==> config.mk <==
export PLATFORM = sky130hd
export DESIGN_NAME = axi_rd_arbiter_flat
export DESIGN_NICKNAME = d
export VERILOG_FILES = /design/src/rtl/axi_rd_arbiter_pkg.sv /design/src/rtl/axi_rd_arbiter_if.sv /design/src/rtl/rr_arb2.sv /design/src/rtl/axi_rd_arbiter.sv /design/src/flat_wrapper.sv
export SDC_FILE = /design/constraint.sdc
export NUM_CORES = 1
export LEC_CHECK = 0
export ABC_AREA = 1
export BUFFER_PORTS_ARGS = -buffer_cell sky130_fd_sc_hd__buf_4
export CORE_AREA = 5 5 93 95
export DETAILED_ROUTE_END_ITERATION = 10
export DIE_AREA = 0 0 98 100
export PLACE_DENSITY = 0.79
export SYNTH_ARGS = -nofsm -noshare
export SYNTH_HDL_FRONTEND = slang
export SYNTH_HIERARCHICAL = 1
export SYNTH_SLANG_ARGS = --single-unit
==> constraint.sdc <==
create_clock -name clk -period 1.8 [get_ports clk]
set_clock_uncertainty 0.15 [all_clocks]
set_input_delay 0.36 -clock clk [delete_from_list [all_inputs] [get_ports clk]]
set_output_delay 0.36 -clock clk [all_outputs]
set_load 0.05 [all_outputs]
==> src/rtl/axi_rd_arbiter_pkg.sv <==
// Shared types for the two-requester AXI read arbiter.
//   state_e   : arbiter FSM states
//   ar_req_t  : latched AR request fields {addr, len, size, id}
//   BurstIncr : AXI INCR burst encoding driven on ar_burst
package axi_rd_arbiter_pkg;

  typedef enum logic [1:0] {
    StIdle = 2'd0,
    StAddr = 2'd1,
    StData = 2'd2
  } state_e;

  typedef struct packed {
    logic [31:0] addr;
    logic [3:0]  len;
    logic [2:0]  size;
    logic [3:0]  id;
  } ar_req_t;

  localparam logic [1:0] BurstIncr = 2'b01;

endpackage

==> src/rtl/axi_rd_arbiter_if.sv <==
// Bus bundle for axi_rd_arbiter: two upstream AR/R requester ports (m0, m1)
// and one downstream AXI AR/R channel pair.
//   slave  : arbiter view (accepts requests, drives downstream AR, R routing)
//   master : environment view (requesters + downstream memory model)
interface axi_rd_arbiter_if;

  // Requester 0 (instruction refill)
  logic        m0_ar_valid;
  logic        m0_ar_ready;
  logic [31:0] m0_ar_addr;
  logic [3:0]  m0_ar_len;
  logic [2:0]  m0_ar_size;
  logic        m0_r_valid;
  logic        m0_r_ready;
  logic [31:0] m0_r_data;
  logic [1:0]  m0_r_resp;
  logic        m0_r_last;

  // Requester 1 (data refill / uncached)
  logic        m1_ar_valid;
  logic        m1_ar_ready;
  logic [31:0] m1_ar_addr;
  logic [3:0]  m1_ar_len;
  logic [2:0]  m1_ar_size;
  logic        m1_r_valid;
  logic        m1_r_ready;
  logic [31:0] m1_r_data;
  logic [1:0]  m1_r_resp;
  logic        m1_r_last;

  // Downstream AR channel
  logic        ar_valid;
  logic        ar_ready;
  logic [3:0]  ar_id;
  logic [31:0] ar_addr;
  logic [3:0]  ar_len;
  logic [2:0]  ar_size;
  logic [1:0]  ar_burst;

  // Downstream R channel
  logic        r_valid;
  logic        r_ready;
  logic [3:0]  r_id;
  logic [31:0] r_data;
  logic [1:0]  r_resp;
  logic        r_last;

  modport slave (
    input  m0_ar_valid, m0_ar_addr, m0_ar_len, m0_ar_size, m0_r_ready,
    output m0_ar_ready, m0_r_valid, m0_r_data, m0_r_resp, m0_r_last,
    input  m1_ar_valid, m1_ar_addr, m1_ar_len, m1_ar_size, m1_r_ready,
    output m1_ar_ready, m1_r_valid, m1_r_data, m1_r_resp, m1_r_last,
    output ar_valid, ar_id, ar_addr, ar_len, ar_size, ar_burst,
    input  ar_ready,
    input  r_valid, r_id, r_data, r_resp, r_last,
    output r_ready
  );

  modport master (
    output m0_ar_valid, m0_ar_addr, m0_ar_len, m0_ar_size, m0_r_ready,
    input  m0_ar_ready, m0_r_valid, m0_r_data, m0_r_resp, m0_r_last,
    output m1_ar_valid, m1_ar_addr, m1_ar_len, m1_ar_size, m1_r_ready,
    input  m1_ar_ready, m1_r_valid, m1_r_data, m1_r_resp, m1_r_last,
    input  ar_valid, ar_id, ar_addr, ar_len, ar_size, ar_burst,
    output ar_ready,
    output r_valid, r_id, r_data, r_resp, r_last,
    input  r_ready
  );

endinterface

==> src/rtl/rr_arb2.sv <==
// Two-way round-robin grant selector.
//   req      : request bits, [0] = m0, [1] = m1
//   last_gnt : requester granted most recently (0 = m0, 1 = m1)
//   gnt      : one-hot grant, all zero when nothing requests
module rr_arb2 (
  input  logic [1:0] req,
  input  logic       last_gnt,
  output logic [1:0] gnt
);

  always_comb begin
    gnt = 2'b00;
    unique case (req)
      2'b01:   gnt = 2'b01;
      2'b10:   gnt = 2'b10;
      // Contention: favour whoever did not win last time.
      2'b11:   gnt = last_gnt ? 2'b01 : 2'b10;
      default: gnt = 2'b00;
    endcase
  end

endmodule

==> src/rtl/axi_rd_arbiter.sv <==
// Arbitrates two AXI read requesters onto one downstream AR/R channel with a
// single burst outstanding. IDLE grants (round-robin), ADDR presents the
// latched request until ar_ready, DATA routes R beats to the granted side
// until the r_last handshake.
//   clk, rst_n : clock, asynchronous active-low reset
//   bus        : requester and downstream signals (slave modport)
//   id_err_o   : sticky flag, set when a beat's r_id differs from the issued id
module axi_rd_arbiter
  import axi_rd_arbiter_pkg::*;
#(
  parameter logic [3:0] ID_M0 = 4'd0,
  parameter logic [3:0] ID_M1 = 4'd1
) (
  input  logic               clk,
  input  logic               rst_n,
  axi_rd_arbiter_if.slave    bus,
  output logic               id_err_o
);

  state_e     state_q, state_d;
  ar_req_t    req_q, req_d;
  logic       sel_q, sel_d;     // requester owning the current burst
  logic       last_q, last_d;   // requester that completed the last burst
  logic       id_err_q, id_err_d;
  logic [1:0] gnt;
  logic       r_ready_int;

  rr_arb2 u_rr_arb2 (
    .req      ({bus.m1_ar_valid, bus.m0_ar_valid}),
    .last_gnt (last_q),
    .gnt      (gnt)
  );

  always_ff @(posedge clk or negedge rst_n) begin
    if (!rst_n) begin
      state_q  <= StIdle;
      req_q    <= '0;
      sel_q    <= 1'b0;
      last_q   <= 1'b1;  // pretend m1 went last so m0 wins first contention
      id_err_q <= 1'b0;
    end else begin
      state_q  <= state_d;
      req_q    <= req_d;
      sel_q    <= sel_d;
      last_q   <= last_d;
      id_err_q <= id_err_d;
    end
  end

  always_comb begin
    state_d         = state_q;
    req_d           = req_q;
    sel_d           = sel_q;
    last_d          = last_q;
    id_err_d        = id_err_q;
    r_ready_int     = 1'b0;

    bus.m0_ar_ready = 1'b0;
    bus.m1_ar_ready = 1'b0;
    bus.m0_r_valid  = 1'b0;
    bus.m0_r_data   = '0;
    bus.m0_r_resp   = '0;
    bus.m0_r_last   = 1'b0;
    bus.m1_r_valid  = 1'b0;
    bus.m1_r_data   = '0;
    bus.m1_r_resp   = '0;
    bus.m1_r_last   = 1'b0;
    bus.ar_valid    = 1'b0;
    bus.ar_burst    = 2'b00;
    bus.ar_addr     = req_q.addr;
    bus.ar_len      = req_q.len;
    bus.ar_size     = req_q.size;
    bus.ar_id       = req_q.id;

    unique case (state_q)
      StIdle: begin
        // rst_n gate keeps ar_ready low while reset is held.
        if (rst_n && (gnt != 2'b00)) begin
          bus.m0_ar_ready = gnt[0];
          bus.m1_ar_ready = gnt[1];
          sel_d           = gnt[1];
          if (gnt[1]) begin
            req_d.addr = bus.m1_ar_addr;
            req_d.len  = bus.m1_ar_len;
            req_d.size = bus.m1_ar_size;
            req_d.id   = ID_M1;
          end else begin
            req_d.addr = bus.m0_ar_addr;
            req_d.len  = bus.m0_ar_len;
            req_d.size = bus.m0_ar_size;
            req_d.id   = ID_M0;
          end
          state_d = StAddr;
        end
      end

      StAddr: begin
        bus.ar_valid = 1'b1;
        bus.ar_burst = BurstIncr;
        if (bus.ar_ready) begin
          state_d = StData;
        end
      end

      StData: begin
        r_ready_int = sel_q ? bus.m1_r_ready : bus.m0_r_ready;
        if (sel_q) begin
          bus.m1_r_valid = bus.r_valid;
          bus.m1_r_data  = bus.r_data;
          bus.m1_r_resp  = bus.r_resp;
          bus.m1_r_last  = bus.r_last;
        end else begin
          bus.m0_r_valid = bus.r_valid;
          bus.m0_r_data  = bus.r_data;
          bus.m0_r_resp  = bus.r_resp;
          bus.m0_r_last  = bus.r_last;
        end
        // Mismatched ids are still delivered; only the flag records them.
        if (bus.r_valid && (bus.r_id != req_q.id)) begin
          id_err_d = 1'b1;
        end
        if (bus.r_valid && r_ready_int && bus.r_last) begin
          state_d = StIdle;
          last_d  = sel_q;
        end
      end

      default: state_d = StIdle;
    endcase

    bus.r_ready = r_ready_int;
  end

  assign id_err_o = id_err_q;

endmodule

==> src/flat_wrapper.sv <==
// flat-port wrapper written by rule: the top's interface ports become plain ports
module axi_rd_arbiter_flat import axi_rd_arbiter_pkg::*;
#(
  parameter logic [3:0] ID_M0 = 4'd0,
  parameter logic [3:0] ID_M1 = 4'd1
)
  (clk, rst_n, id_err_o, bus_m0_ar_valid, bus_m0_ar_addr, bus_m0_ar_len, bus_m0_ar_size, bus_m0_r_ready, bus_m0_ar_ready, bus_m0_r_valid, bus_m0_r_data, bus_m0_r_resp, bus_m0_r_last, bus_m1_ar_valid, bus_m1_ar_addr, bus_m1_ar_len, bus_m1_ar_size, bus_m1_r_ready, bus_m1_ar_ready, bus_m1_r_valid, bus_m1_r_data, bus_m1_r_resp, bus_m1_r_last, bus_ar_valid, bus_ar_id, bus_ar_addr, bus_ar_len, bus_ar_size, bus_ar_burst, bus_ar_ready, bus_r_valid, bus_r_id, bus_r_data, bus_r_resp, bus_r_last, bus_r_ready);
  axi_rd_arbiter_if bus_i ();
  input  logic clk;
  input  logic rst_n;
  output logic id_err_o;
  input wire logic [$bits(bus_i.m0_ar_valid)-1:0] bus_m0_ar_valid;
  input wire logic [$bits(bus_i.m0_ar_addr)-1:0] bus_m0_ar_addr;
  input wire logic [$bits(bus_i.m0_ar_len)-1:0] bus_m0_ar_len;
  input wire logic [$bits(bus_i.m0_ar_size)-1:0] bus_m0_ar_size;
  input wire logic [$bits(bus_i.m0_r_ready)-1:0] bus_m0_r_ready;
  output wire logic [$bits(bus_i.m0_ar_ready)-1:0] bus_m0_ar_ready;
  output wire logic [$bits(bus_i.m0_r_valid)-1:0] bus_m0_r_valid;
  output wire logic [$bits(bus_i.m0_r_data)-1:0] bus_m0_r_data;
  output wire logic [$bits(bus_i.m0_r_resp)-1:0] bus_m0_r_resp;
  output wire logic [$bits(bus_i.m0_r_last)-1:0] bus_m0_r_last;
  input wire logic [$bits(bus_i.m1_ar_valid)-1:0] bus_m1_ar_valid;
  input wire logic [$bits(bus_i.m1_ar_addr)-1:0] bus_m1_ar_addr;
  input wire logic [$bits(bus_i.m1_ar_len)-1:0] bus_m1_ar_len;
  input wire logic [$bits(bus_i.m1_ar_size)-1:0] bus_m1_ar_size;
  input wire logic [$bits(bus_i.m1_r_ready)-1:0] bus_m1_r_ready;
  output wire logic [$bits(bus_i.m1_ar_ready)-1:0] bus_m1_ar_ready;
  output wire logic [$bits(bus_i.m1_r_valid)-1:0] bus_m1_r_valid;
  output wire logic [$bits(bus_i.m1_r_data)-1:0] bus_m1_r_data;
  output wire logic [$bits(bus_i.m1_r_resp)-1:0] bus_m1_r_resp;
  output wire logic [$bits(bus_i.m1_r_last)-1:0] bus_m1_r_last;
  output wire logic [$bits(bus_i.ar_valid)-1:0] bus_ar_valid;
  output wire logic [$bits(bus_i.ar_id)-1:0] bus_ar_id;
  output wire logic [$bits(bus_i.ar_addr)-1:0] bus_ar_addr;
  output wire logic [$bits(bus_i.ar_len)-1:0] bus_ar_len;
  output wire logic [$bits(bus_i.ar_size)-1:0] bus_ar_size;
  output wire logic [$bits(bus_i.ar_burst)-1:0] bus_ar_burst;
  input wire logic [$bits(bus_i.ar_ready)-1:0] bus_ar_ready;
  input wire logic [$bits(bus_i.r_valid)-1:0] bus_r_valid;
  input wire logic [$bits(bus_i.r_id)-1:0] bus_r_id;
  input wire logic [$bits(bus_i.r_data)-1:0] bus_r_data;
  input wire logic [$bits(bus_i.r_resp)-1:0] bus_r_resp;
  input wire logic [$bits(bus_i.r_last)-1:0] bus_r_last;
  output wire logic [$bits(bus_i.r_ready)-1:0] bus_r_ready;
  assign bus_i.m0_ar_valid = bus_m0_ar_valid;
  assign bus_i.m0_ar_addr = bus_m0_ar_addr;
  assign bus_i.m0_ar_len = bus_m0_ar_len;
  assign bus_i.m0_ar_size = bus_m0_ar_size;
  assign bus_i.m0_r_ready = bus_m0_r_ready;
  assign bus_m0_ar_ready = bus_i.m0_ar_ready;
  assign bus_m0_r_valid = bus_i.m0_r_valid;
  assign bus_m0_r_data = bus_i.m0_r_data;
  assign bus_m0_r_resp = bus_i.m0_r_resp;
  assign bus_m0_r_last = bus_i.m0_r_last;
  assign bus_i.m1_ar_valid = bus_m1_ar_valid;
  assign bus_i.m1_ar_addr = bus_m1_ar_addr;
  assign bus_i.m1_ar_len = bus_m1_ar_len;
  assign bus_i.m1_ar_size = bus_m1_ar_size;
  assign bus_i.m1_r_ready = bus_m1_r_ready;
  assign bus_m1_ar_ready = bus_i.m1_ar_ready;
  assign bus_m1_r_valid = bus_i.m1_r_valid;
  assign bus_m1_r_data = bus_i.m1_r_data;
  assign bus_m1_r_resp = bus_i.m1_r_resp;
  assign bus_m1_r_last = bus_i.m1_r_last;
  assign bus_ar_valid = bus_i.ar_valid;
  assign bus_ar_id = bus_i.ar_id;
  assign bus_ar_addr = bus_i.ar_addr;
  assign bus_ar_len = bus_i.ar_len;
  assign bus_ar_size = bus_i.ar_size;
  assign bus_ar_burst = bus_i.ar_burst;
  assign bus_i.ar_ready = bus_ar_ready;
  assign bus_i.r_valid = bus_r_valid;
  assign bus_i.r_id = bus_r_id;
  assign bus_i.r_data = bus_r_data;
  assign bus_i.r_resp = bus_r_resp;
  assign bus_i.r_last = bus_r_last;
  assign bus_r_ready = bus_i.r_ready;
  axi_rd_arbiter #(.ID_M0(ID_M0), .ID_M1(ID_M1)) u_core (.clk(clk), .rst_n(rst_n), .bus(bus_i), .id_err_o(id_err_o));
endmodule
## Yosys cells after proc, flatten, opt, wreduce, memory -nomap -nowiden

Index checks and enable logic that the tools add are counted.

| storage, ports and cells | value |
|---|---|
| logic and storage cells | 58 |
| input bits | 125 |
| bits in registers | 48 |

| operators by class | value |
|---|---|
| muxes and demuxes | 31 |
| reductions and logical operators | 10 |
| equality and inequality tests | 9 |

Operator list:

| cell | number |
|---|---|
| $mux 32 | 4 |
| $mux 43 | 1 |
| $mux 1 | 16 |
| $mux 2 | 8 |
| $pmux 2 s3 | 2 |
| $eq 2x2->1 const B | 3 |
| $reduce_and 2->1 | 3 |
| $eq 2x1->1 const B | 2 |
| $logic_and 1x1->1 | 4 |
| $ne 2x1->1 const B | 2 |
| $ne 4x4->1 | 1 |
| $reduce_and 3->1 | 1 |
| $logic_not 2->1 | 1 |
| $ne 2x2->1 const B | 1 |
| $reduce_bool 2->1 | 1 |

## Longest topological paths before layout

| depth | value |
|---|---|
| word-level depth | 6 |
| gate-level depth with buffers | 10 |

## By module

The synthesis kept the hierarchy.

Modules (own cells, without submodules):

| module | cells each | instances | area each (µm²) | seq. area each (µm²) |
|---|---|---|---|---|
| axi_rd_arbiter | 419 | 1 | 2,677.6 | 1,102.3 |
| rr_arb2 | 5 | 1 | 21.3 | 0.0 |

## Worst setup path before layout

Ideal clock, no wire load.

| timing | value |
|---|---|
| path type | input to output |
| start point | in bus_m1_ar_valid |
| end point | out bus_m0_ar_ready |
| setup slack | -0.504 ns |
| required time | 1.290 ns |
| path buffers | 2 |
| arrival | 1.794 ns |
| cell stages on the path | 8 |
| cell sequence | inv_1 a21oi_1 inv_2 nand2_1 nand3_1 buf_2 buf_2 nor2_1 |

| between the ends | value |
|---|---|
| longest elaborated chain between the ends | 6 |
| elaborated cells on any way between the ends | 8 |
| classes of those cells | eq/ne: 3; mux: 3; reduce/logical: 2 |

RTL lines:

| item | RTL line | RTL |
|---|---|---|
| from (decl) | flat_wrapper.sv:22 | `input wire logic [$bits(bus_i.m1_ar_valid)-1:0] bus_m1_ar_valid;` |
| $eq 2x2->1 / $eq 2x1->1 (equally long branches) | rr_arb2.sv:13 | `unique case (req)` |
| $pmux 2 s3 * | rr_arb2.sv:13 |  |
| net u_core.gnt[1] | axi_rd_arbiter.sv:25 | `logic [1:0] gnt;` |
| $reduce_bool 2->1 * | axi_rd_arbiter.sv:78 | `if (rst_n && (gnt != 2'b00)) begin` |
| $logic_and 1x1->1 * | axi_rd_arbiter.sv:78 |  |
| $mux 1 * | axi_rd_arbiter.sv:78 |  |
| $mux 1 * | axi_rd_arbiter.sv:75 | `unique case (state_q)` |
| to (decl) | flat_wrapper.sv:17 | `output wire logic [$bits(bus_i.m0_ar_ready)-1:0] bus_m0_ar_ready;` |

The timed path passes the listed nets; every way through them passes the cells marked *.

## Final worst setup path

| timing | value |
|---|---|
| start point | reg u_core.state_q[1] |
| end point | out bus_m0_r_data[30] |

| between the ends | value |
|---|---|
| longest elaborated chain between the ends | 2 |

RTL lines:

| item | RTL line | RTL |
|---|---|---|
| from (decl) | axi_rd_arbiter.sv:20 | `state_e state_q, state_d;` |
| from (signal assigned) | axi_rd_arbiter.sv:36 | `state_q <= StIdle;` |
| from (signal assigned) | axi_rd_arbiter.sv:42 | `state_q <= state_d;` |
| $eq 2x2->1 | axi_rd_arbiter.sv:75 |  |
| $mux 32 | axi_rd_arbiter.sv:75 |  |
| to (decl) | flat_wrapper.sv:19 | `output wire logic [$bits(bus_i.m0_r_data)-1:0] bus_m0_r_data;` |

No other way between the ends.

==> impl_summary.log <==
INFO  metric route.final.wire_length = 12810 µm
INFO  metric num_rows = 32
INFO  metric die_area = 9800 µm²
INFO  metric cp_slowest_cell = sky130_fd_sc_hd__dfrtp_1
INFO  metric period_needed = 2.078 ns
INFO  metric outcome = finished, violations left
INFO  metric syn_area_per_cell = 6.365 µm²
INFO  metric violated_checks = setup timing
INFO  metric clock_tree_sinks = 44
INFO  metric dp_hpwl = 8633 µm
INFO  metric count_of_yosys_warnings_during_synthesis = 6
INFO  metric critical_path.reg2reg.startpoint = u_core/last_q$_DFFE_PN1P_
INFO  metric layout_setup_ws = -0.2782 ns
INFO  metric worstSkewPairLatency = 0.29 ns
INFO  metric areaGrowthSynthToFinish = 113.0%
INFO  metric finalHoldViolCount = 0
INFO  metric dp_worst_setup_slack = -0.1628 ns
INFO  metric p_switching = 4.649 mW
INFO  metric avgRoutedWirePerCell = 16.45 µm
INFO  metric cp-start-kind = flip-flop
INFO  metric cts_htree_levels = 2
INFO  metric timing_max_transition_violations_final = 0
INFO  metric drv_cap = 0
INFO  metric p_int = 3.780 mW
INFO  metric antenna_found_initial = 0
INFO  metric place.port_buffers = 242
INFO  metric worst_reg_to_reg_cells = 8
INFO  metric critical_path.reg2reg.endpoint = u_core/bus.ar_addr[2]$_DFFE_PN0P_
INFO  metric placeableCoreArea = 7647 µm²
INFO  metric post-layout-total-power = 8.429 mW
INFO  metric number_of_global_route_vias_before_repair = 3653
INFO  metric slew_headroom = 63.66%
INFO  metric layout_worst_path_cycle_share = 115.5%
INFO  metric route.antenna.remaining_nets = 0
INFO  metric final_net_count = 801
INFO  metric worstPathBufferInverterCount = 4
INFO  metric clockPowerShare = 7.2%
INFO  metric yosys_register_bits = 44
INFO  metric setup_repair_after_global_routing_missed_its_margin = yes
INFO  metric initial_utilization = 35.29%
INFO  metric syn_inst = 424
INFO  metric seq_power_share = 20.2%
INFO  metric end_kind = output port
INFO  metric grt_max_degree = 45
INFO  metric drt_iter0_drc = 96
INFO  metric vias = 3629
INFO  metric ir_worst_vdd = 0.8796 mV
INFO  metric worst_ep_arrival = 1.57 ns
INFO  metric die_h = 100 µm
INFO  metric fp.dieW = 98 µm
INFO  metric residual_overflow_from_global_routing = 0
INFO  metric tns = -15.01 ns
INFO  metric r2r_slack = 0.10 ns
INFO  metric delay_heaviest_family_cp = buffers and inverters
INFO  metric place_congestion = 0.9538
INFO  metric clock_tree_root = sky130_fd_sc_hd__clkbuf_8
INFO  metric drt_pre_antenna_iters = 5
INFO  metric tritoncts = yes
INFO  metric share_of_post_route_cells_with_drive_strength_above_1 = 53.32%
INFO  metric worst_path_largest_cell_delay = 0.37 ns
INFO  metric drt_drc_violations_left = 0
INFO  metric post_cts_hold_buffer_count = 0
INFO  metric top_level_ports = 247
INFO  metric yosysSeqAreaShare = 40.84%
INFO  metric cts-buffers-inserted = 5
INFO  metric antenna_cells_inserted = 0
INFO  metric max_freq = 481.2 MHz
INFO  metric layout.cells.most_common = sky130_fd_sc_hd__buf_4
INFO  metric power_switching_share = 55.15%
INFO  metric max-clock-path-buffers = 2
INFO  metric numPlacedInstances = 754
INFO  metric grt_util_all_layers = 23.37%
INFO  metric worstHoldPathType = input port to asynchronous set/reset pin
INFO  metric final_cell_count_no_fill = 779
INFO  metric synth_area = 2699 µm²
INFO  metric setup_viol = 75
INFO  metric crit_fanout = 9
INFO  metric power-per-cell-area = 1466 nW/µm²
INFO  metric number_of_unique_standard_cell_types_used_by_synthesis = 20
INFO  metric grt_pass1_wl = 18400 µm
INFO  metric power.leakage = 3.210 nW
INFO  metric layout_common_cells = sky130_fd_sc_hd__buf_4 (176), sky130_fd_sc_hd__nand2_1 (96), sky130_fd_sc_hd__inv_1 (82), sky130_fd_sc_hd__buf_6 (74), sky130_fd_sc_hd__dfrtp_1 (43)
INFO  metric comb_power_share = 72.6%
INFO  metric tightestPinTransition = 0.5451 ns
INFO  metric utilization = 75.16%
INFO  metric cells_along_the_critical_path = inv_2 -> nor2_4 -> buf_4 -> nand2_4 -> clkbuf_16 -> nor2_2 -> buf_6
INFO  metric timing.critical_path.required = 1.29 ns
INFO  metric detail_route.vias_per_cell = 4.659
INFO  metric criticalPathCategory = flip-flop to output port
INFO  metric clk_pin_slew_worst_paths = 0.09 ns
==> power by group through the flow <==
stage          logic (mW)  registers (mW)  clock network (mW)
6_report             6.12            1.70               0.608
5_1_grt              6.41            1.77               0.667
4_1_cts              5.82            1.71               0.624
3_5_place_dp         5.19            1.71                   0
3_3_place_gp         5.10            1.70                   0
2_1_floorplan        2.12            3.07                   0
==> logic make-up (layout without fill, tap and decap cells) <==
| kind of cell | after synthesis | after routing | share of synthesized area, % |
|---|---|---|---|
| AND/OR/NAND/NOR | 183 | 183 | 26.19 |
| buffers and inverters | 114 | 364 | 17.52 |
| AO/OA/AOI/OAI | 82 | 82 | 15.30 |
| flip-flops | 44 | 44 | 40.84 |
| other | 1 | 4 | 0.1389 |
==> through the flow <==
stage,hold slack [ns],cell area (µm²)
floorplan,-0.08559,2823
global placement,0.3033,4726
detailed placement,0.3260,4726
CTS,0.04253,5544
global route,0.08317,5748
finish,0.02406,5748
==> layer usage <==
| layer | GRT usage (%) | part of all wire (%) |
|---|---|---|
| met1 | 24.06 | 34 |
| met2 | 43.93 | 52 |
| met4 | 8.839 | 3.5 |
| met3 | 7.644 | 10 |
| met5 | 0 | 0 |
==> flip-flops by register name (all words and copies together) (netlist names) <==
signal              count
u_core/bus.ar_addr     32
u_core/bus.ar_id        1
u_core/bus.ar_len       4
u_core/bus.ar_size      3
u_core/id_err_o         1
u_core/last_q           1
u_core/state_q          2
==> worst max-delay path by stage <==
stage / startpoint / endpoint / slack [ns] / cells past startpoint
after global placement: bus_m1_ar_valid / bus_m1_ar_ready / -0.07 / 9
after CTS: u_core/last_q$_DFFE_PN1P_ / bus_m0_ar_ready / -0.25 / 7
after floorplan: u_core/state_q[0]$_DFFE_PN0P_ / bus_m0_r_data[0] / -0.22 / 4
after global routing: u_core/state_q[1]$_DFFE_PN0P_ / bus_m0_r_data[30] / -0.33 / 7
after detailed placement: bus_m1_ar_valid / bus_m1_ar_ready / -0.16 / 9
final: u_core/state_q[1]$_DFFE_PN0P_ / bus_m0_r_data[30] / -0.28 / 7
==> timing repair <==
| action | 4_1_cts | 5_1_grt |
|---|---|---|
| gates cloned | 5 | 5 |
| resized for setup | 151 | 31 |
| pin swaps | 8 | 2 |
| buffers inserted | 8 | 0 |
| endpoints found under the setup margin | 97 | 113 |
==> cell usage after synthesis (all sizes together) <==
master / count / area, µm²
a21oi: 41 / 205.2
buf: 23 / 131.4
clkbuf: 6 / 22.52
conb: 1 / 3.750
dfrtp: 43 / 1076
dfstp: 1 / 26.28
inv: 85 / 319.1
nand2: 100 / 380.4
nand3: 3 / 15.01
nand4: 1 / 6.260
nor2: 78 / 300.3
nor3: 1 / 5.000
o21ai: 40 / 200.2
o31ai: 1 / 7.510
==> layout make-up <==
class	count	area, µm²
multi-input combinational	269	1523
timing repair buffer	271	2587
tap	102	127.6
inverter	85	319.1
clock inverter	2	16.27
clock buffer	6	72.57
sequential	44	1102
fill	505	1899
No activity file was read; power rests on OpenSTA's default activity.
